$ cat src/rtl/alu_pkg.sv
// alu_pkg: ALU control codes, RV32I opcodes, operand-select and immediate-kind types shared by the issue stage.
package alu_pkg;
  typedef logic [3:0] alu_op_t;
  localparam alu_op_t op_ADD  = 4'b0000;
  localparam alu_op_t op_SLL  = 4'b0001;
  localparam alu_op_t op_SLT  = 4'b0010;
  localparam alu_op_t op_SLTU = 4'b0011;
  localparam alu_op_t op_XOR  = 4'b0100;
  localparam alu_op_t op_SRL  = 4'b0101;
  localparam alu_op_t op_OR   = 4'b0110;
  localparam alu_op_t op_AND  = 4'b0111;
  localparam alu_op_t op_SUB  = 4'b1000;
  localparam alu_op_t op_SRA  = 4'b1101;
  localparam logic [6:0] OPC_OP     = 7'b0110011;
  localparam logic [6:0] OPC_OP_IMM = 7'b0010011;
  localparam logic [6:0] OPC_LUI    = 7'b0110111;
  localparam logic [6:0] OPC_AUIPC  = 7'b0010111;
  localparam logic [6:0] OPC_LOAD   = 7'b0000011;
  localparam logic [6:0] OPC_STORE  = 7'b0100011;
  localparam logic [6:0] OPC_BRANCH = 7'b1100011;
  localparam logic [6:0] OPC_JAL    = 7'b1101111;
  localparam logic [6:0] OPC_JALR   = 7'b1100111;
  typedef enum logic [1:0] {A_RS1, A_PC, A_ZERO} a_sel_t;
  typedef enum logic [1:0] {B_RS2, B_IMM, B_ZERO} b_sel_t;
  typedef enum logic [2:0] {IMM_I, IMM_S, IMM_U, IMM_SH, IMM_4} imm_kind_t;
  // IMM_4 is the link offset for JAL/JALR; IMM_SH keeps only the shamt.
  function automatic logic [31:0] imm_gen(input imm_kind_t k, input logic [31:0] i);
    return k == IMM_S  ? {{20{i[31]}}, i[31:25], i[11:7]} :
           k == IMM_U  ? {i[31:12], 12'b0} :
           k == IMM_SH ? {27'b0, i[24:20]} :
           k == IMM_4  ? 32'd4 :
                         {{20{i[31]}}, i[31:20]};
  endfunction
endpackage

$ cat src/rtl/alu_ctrl_decode.sv
// alu_ctrl_decode: combinational RV32I instruction to ALU control, operand selects, immediate and rd write enable.
module alu_ctrl_decode
  import alu_pkg::*;
(
  input  logic [31:0] instr,
  output alu_op_t     alu_ctrl,
  output a_sel_t      a_sel,
  output b_sel_t      b_sel,
  output logic [31:0] imm,
  output logic        rd_we,
  output logic        illegal
);
  logic [2:0] f3;
  logic       base_we;
  imm_kind_t  kind;
  assign f3 = instr[14:12];
  always_comb begin
    alu_ctrl = op_ADD;
    a_sel    = A_ZERO;
    b_sel    = B_ZERO;
    kind     = IMM_I;
    base_we  = 1'b0;
    illegal  = 1'b0;
    case (instr[6:0])
      OPC_OP: begin
        alu_ctrl = {instr[30], f3};
        a_sel    = A_RS1;
        b_sel    = B_RS2;
        base_we  = 1'b1;
      end
      OPC_OP_IMM: begin
        alu_ctrl = (f3 == 3'b101 && instr[30]) ? op_SRA : {1'b0, f3};
        a_sel    = A_RS1;
        b_sel    = B_IMM;
        kind     = (f3[1:0] == 2'b01) ? IMM_SH : IMM_I;
        base_we  = 1'b1;
      end
      OPC_LUI: begin
        b_sel   = B_IMM;
        kind    = IMM_U;
        base_we = 1'b1;
      end
      OPC_AUIPC: begin
        a_sel   = A_PC;
        b_sel   = B_IMM;
        kind    = IMM_U;
        base_we = 1'b1;
      end
      OPC_LOAD: begin
        a_sel   = A_RS1;
        b_sel   = B_IMM;
        base_we = 1'b1;
      end
      OPC_STORE: begin
        a_sel = A_RS1;
        b_sel = B_IMM;
        kind  = IMM_S;
      end
      OPC_BRANCH: begin
        alu_ctrl = !f3[2] ? op_SUB : f3[1] ? op_SLTU : op_SLT;
        a_sel    = A_RS1;
        b_sel    = B_RS2;
      end
      OPC_JAL, OPC_JALR: begin
        a_sel   = A_PC;
        b_sel   = B_IMM;
        kind    = IMM_4;
        base_we = 1'b1;
      end
      default: illegal = 1'b1;
    endcase
  end
  assign imm   = imm_gen(kind, instr);
  assign rd_we = base_we && instr[11:7] != 5'd0;
endmodule

$ cat src/rtl/alu_issue_stage.sv
// alu_issue_stage: ID->EX register feeding the ALU with decoded control, selected operands and rd metadata.
// Optional operand bypass from EX/WB enabled by defining ALU_ISSUE_FWD_EN.
module alu_issue_stage
  import alu_pkg::*;
#(
  parameter int          XLEN     = 32,
  parameter logic [31:0] RESET_PC = 32'd0
) (
  input  logic            clk,
  input  logic            rst_n,
  input  logic            flush,
  input  logic            in_valid,
  output logic            in_ready,
  input  logic [XLEN-1:0] in_pc,
  input  logic [31:0]     in_instr,
  input  logic [XLEN-1:0] in_rs1_data,
  input  logic [XLEN-1:0] in_rs2_data,
  input  logic            fwd_ex_we,
  input  logic [4:0]      fwd_ex_rd,
  input  logic [XLEN-1:0] fwd_ex_data,
  input  logic            fwd_wb_we,
  input  logic [4:0]      fwd_wb_rd,
  input  logic [XLEN-1:0] fwd_wb_data,
  output logic            out_valid,
  input  logic            out_ready,
  output logic [XLEN-1:0] out_alu_a,
  output logic [XLEN-1:0] out_alu_b,
  output logic [3:0]      out_alu_ctrl,
  output logic [XLEN-1:0] out_rs2_data,
  output logic [XLEN-1:0] out_pc,
  output logic [4:0]      out_rd,
  output logic            out_rd_we,
  output logic            out_illegal
);
  alu_op_t         dec_ctrl;
  a_sel_t          a_sel;
  b_sel_t          b_sel;
  logic [31:0]     dec_imm;
  logic            dec_we;
  logic            dec_ill;
  logic [XLEN-1:0] rs1_v;
  logic [XLEN-1:0] rs2_v;
  logic [XLEN-1:0] a_nx;
  logic [XLEN-1:0] b_nx;
  logic            capture;
  alu_ctrl_decode u_dec (
    .instr    (in_instr),
    .alu_ctrl (dec_ctrl),
    .a_sel    (a_sel),
    .b_sel    (b_sel),
    .imm      (dec_imm),
    .rd_we    (dec_we),
    .illegal  (dec_ill)
  );
`ifdef ALU_ISSUE_FWD_EN
  logic [4:0] rs1;
  logic [4:0] rs2;
  assign rs1 = in_instr[19:15];
  assign rs2 = in_instr[24:20];
  // EX holds the younger result, so it outranks WB on a double match.
  assign rs1_v = (fwd_ex_we && fwd_ex_rd == rs1 && rs1 != 5'd0) ? fwd_ex_data :
                 (fwd_wb_we && fwd_wb_rd == rs1 && rs1 != 5'd0) ? fwd_wb_data : in_rs1_data;
  assign rs2_v = (fwd_ex_we && fwd_ex_rd == rs2 && rs2 != 5'd0) ? fwd_ex_data :
                 (fwd_wb_we && fwd_wb_rd == rs2 && rs2 != 5'd0) ? fwd_wb_data : in_rs2_data;
`else
  logic unused_fwd;
  assign unused_fwd = ^{fwd_ex_we, fwd_ex_rd, fwd_ex_data, fwd_wb_we, fwd_wb_rd, fwd_wb_data};
  assign rs1_v = in_rs1_data;
  assign rs2_v = in_rs2_data;
`endif
  assign a_nx     = a_sel == A_RS1 ? rs1_v : a_sel == A_PC ? in_pc : '0;
  assign b_nx     = b_sel == B_RS2 ? rs2_v : b_sel == B_IMM ? dec_imm : '0;
  assign in_ready = !out_valid || out_ready;
  assign capture  = in_valid && in_ready && !flush;
  always_ff @(posedge clk or negedge rst_n) begin
    if (!rst_n) begin
      out_valid    <= 1'b0;
      out_alu_a    <= '0;
      out_alu_b    <= '0;
      out_alu_ctrl <= '0;
      out_rs2_data <= '0;
      out_pc       <= RESET_PC;
      out_rd       <= '0;
      out_rd_we    <= 1'b0;
      out_illegal  <= 1'b0;
    end else if (flush) begin
      out_valid <= 1'b0;
    end else if (capture) begin
      out_valid    <= 1'b1;
      out_alu_a    <= a_nx;
      out_alu_b    <= b_nx;
      out_alu_ctrl <= dec_ctrl;
      out_rs2_data <= rs2_v;
      out_pc       <= in_pc;
      out_rd       <= in_instr[11:7];
      out_rd_we    <= dec_we;
      out_illegal  <= dec_ill;
    end else if (out_ready) begin
      out_valid <= 1'b0;
    end
  end
endmodule

$ cat config.mk
export PLATFORM = sky130hd
export DESIGN_NAME = alu_issue_stage
export DESIGN_NICKNAME = d
export VERILOG_FILES = /design/src/rtl/alu_pkg.sv /design/src/rtl/alu_ctrl_decode.sv /design/src/rtl/alu_issue_stage.sv
export SDC_FILE = /design/constraint.sdc
export NUM_CORES = 1
export LEC_CHECK = 0
export BUFFER_PORTS_ARGS = -buffer_cell sky130_fd_sc_hd__clkbuf_2
export CORE_AREA = 5 5 134 136
export DETAILED_ROUTE_END_ITERATION = 10
export DIE_AREA = 0 0 139 141
export GPL_TIMING_DRIVEN = 0
export MAX_ROUTING_LAYER = met4
export PLACE_DENSITY_LB_ADDON = 0.05
export SLEW_MARGIN = 30
export SYNTH_ARGS = -nofsm -noshare
export SYNTH_HDL_FRONTEND = slang
export SYNTH_SLANG_ARGS = --single-unit
$ cat constraint.sdc
create_clock -name clk -period 5.1 [get_ports clk]
set_input_delay 1.02 -clock clk [delete_from_list [all_inputs] [get_ports clk]]
set_output_delay 1.02 -clock clk [all_outputs]
set_load 0.02 [all_outputs]
==> flow_summary_export.csv <==
group,metric,value,unit
floorplan,die_h,141,um
worst_setup_path,worst_r2r_startpoint,"out_valid",
yosys,syn_area,6133,sq um
worst_setup_path,r2r-end,"out_rs2_data[8]",
power,power,3.208,mW
sta,skew,0.008901,ns
yosys,yosysTopAreaCell,"dfrtp_1",
sta,setup_viol,0,
cells_and_area,diodes,0,
clock_network,ctsResizeCount,0,
sta,rsz0062_at_grt,"false",
sta,drv_slew,0,
floorplan,start_util,36.47,%
status,status,"complete, no violations",
clock_network,clock-sinks,140,
detailed_routing,drt-vias-per-instance,4.935,
global_route,grt_overflow,0,
worst_setup_path,critPathMaxFanout,10,
detailed_routing,drtAntennaViolNets,0,
detailed_routing,drtIter0Drc,358,
sta,finalCriticalPeriod,2.791,ns
cells_and_area,final_cells,1192,
yosys,yosysWarnings,0,
placed_design,post_dp_cell_area,7807,sq um
sta,whs,0.4716,ns
sta,hold_viol_final,0,
worst_setup_path,end_kind,"flop",
detailed_routing,wire_per_inst,18.28,um
placed_design,place_inst,1160,
yosys,synth_area_leaders,"dfrtp_1 57%, nand2_1 15%, a22oi_1 3.9%",
worst_setup_path,reg2reg_depth,6,
run,cap_violations,0,
hold_path,hold_depth,2,
floorplan,num_rows,48,
hold_path,hold_start,"out_rs2_data[26]",
sta,fin_crit_sh,54.72,%
clock_network,cts_buffer_depth,2,
worst_setup_path,required,5.44,ns
power,powerDensity,380.5,nW/um^2
cells_and_area,nets,1163,
placed_design,port_buffers,271,
worst_setup_path,critPathLaunchType,"input pin",
floorplan,ios,350,
cells_and_area,final_cell_area,8432,sq um
worst_setup_path,arrival,3.13,ns
global_route,grt_use_total,22.69,%
hold_path,hp-class,"reg2reg",
yosys,avgSynthCellArea,9.251,sq um
yosys,synth_edf_count,0,
sta,relSlewSlack,50.68,%
clock_network,cts_buffers,17,
clock_network,cts_setup_buffers,0,
sta,max_freq,358.4,MHz
yosys,yosysMostFrequentCell,"nand2_1",
global_route,antenna_found_initial,0,
detailed_routing,drc_errors,0,
yosys,synthFlopType,"dfrtp_1",
cells_and_area,nFillCells,1670,
yosys,synthTopCellsByCount,"238 x nand2_1, 140 x dfrtp_1, 37 x clkbuf_1",
yosys,ys_seq_area_share,57.12,%
yosys,synthDistinctLibCells,46,
sta,tightestPinTransition,0.7358,ns
floorplan,die-area,19600,sq um
power,leakagePower,4.564,nW
worst_setup_path,path_class,"in2reg",
yosys,async_flop_share,100.0,%
worst_setup_path,regToRegSetupSlack,2.60,ns
placed_design,dp.final_hpwl,16.49,mm
clock_network,path_clk_slew,0.06,ns
sta,tns,0,ns
yosys,synth-seq-cells,140,
floorplan,die_w,139,um
floorplan,coreArea,16820,sq um
global_route,first_global_vias,6031,
placed_design,gp_congestion,0.7924,
hold_path,whs_endpoint,"out_rs2_data[26]",
global_route,grt_max_degree,76,
yosys,syn-instance-count,663,
detailed_routing,drtPass1Iterations,5,
clock_network,tritoncts,"yes",
clock_network,htreeDepth,4,
cells_and_area,drive_gt1_share,33.20,%
yosys,synth_fp_nets,872,
power,ir_worst_vdd,226.4,uV
clock_network,cts_hold_buf,0,
worst_setup_path,worstSetupStartpoint,"in_instr[2]",
detailed_routing,vias,5882,
clock_network,ctsRootBufferMaster,"clkbuf_16",
global_route,grt_pass1_wl,33.62,mm
detailed_routing,routed_wl,21.78,mm
clock_network,clk_latency,0.43,ns
yosys,yosysTopAreaCellShare,57.12,%
cells_and_area,area_delta_synth_final,37.47,%
-- metrics by stage --
step	setup WS, ns	utilization, %
detailed placement	1.848	46.43
global route	2.098	50.14
floorplan	2.615	-
finish	2.309	50.14
global placement	0.4636	46.21
CTS	2.285	50.14
-- critical path, stage by stage --
cell and delay [ns]:
clkbuf_2 0.10, nand4bb_1 0.18, buf_2 0.19, nor3_1 0.52, clkbuf_1 0.54, buf_2 0.34
a21oi_1 0.10, o22ai_1 0.15
-- worst max path at each step --
stage,to,slack (ns),cells after the start
4_1_cts,out_rs2_data[8],2.29,7
6_report,out_alu_b[12],2.31,8
5_1_grt,out_alu_b[16],2.10,8
3_5_place_dp,out_rs2_data[8],1.85,7
2_1_floorplan,out_alu_b[10],2.62,6
3_3_place_gp,out_pc[11],0.46,1
-- registers in the layout (all words and copies together) (netlist names) --
signal and flops:
out_rs2_data 32, out_rd 5, out_illegal 1, out_valid 1, out_alu_ctrl 4, out_rd_we 1, out_pc 32, out_alu_a 32
out_alu_b 32
-- layout by cell type (no fill, tap or decap), types with 5 or more instances in the layout --
master     synthesis  layout
clkbuf_2           0     270
nand2_1          238     238
dfrtp_1          140     140
clkbuf_1          37      38
a22oi_1           32      32
a21oi_1           30      30
nand3_1           26      26
nor2_1            25      25
o22ai_1           21      21
o21ai_0           20      20
a21boi_0          18      18
clkbuf_16          0      17
and3_1            11      11
a221o_1            7       7
buf_2              5       5
nor3b_1            5       5
clkinv_4           0       5
-- cell type report --
class                           count  area [sq um]  area share, %
Inverter                            2         7.507        0.08903
Timing Repair Buffer              272          1393          16.52
Clock inverter                     14         195.2          2.315
Tap cell                          225         281.5          3.339
Buffer                             47         201.4          2.389
Multi-Input combinational cell    474          2421          28.71
Clock buffer                       18         429.2          5.090
Sequential cell                   140          3503          41.55
-- where the power goes --
| part | internal, mW | switching [mW] | total, mW |
|---|---|---|---|
| clock network | 0.821 | 0.506 | 1.33 |
| logic | 0.196 | 0.392 | 0.588 |
| registers | 1.23 | 0.0645 | 1.29 |
-- cells by family after synthesis --
family / count (synthesis) / share of synthesized area, %
xor gates and xnor gates: 1 / 0.1428
DFF: 140 / 57.12
AOI/OAI and AO/OA: 148 / 16.89
and+or+nand+nor: 325 / 22.44
buffers and inverters: 49 / 3.407
-- routing by layer --
| metal | vias to the layer above | part of all wire, % | GRT usage (%) |
|---|---|---|---|
| met2 | 209 | 48 | 36.36 |
| met4 | 0 | 1.8 | 6.179 |
| met5 | - | 0 | - |
| met1 | 2804 | 43 | 28.73 |
| li1 | 2842 | - | - |
| met3 | 27 | 7.1 | 6.004 |
No activity file was read; power rests on OpenSTA's default activity.
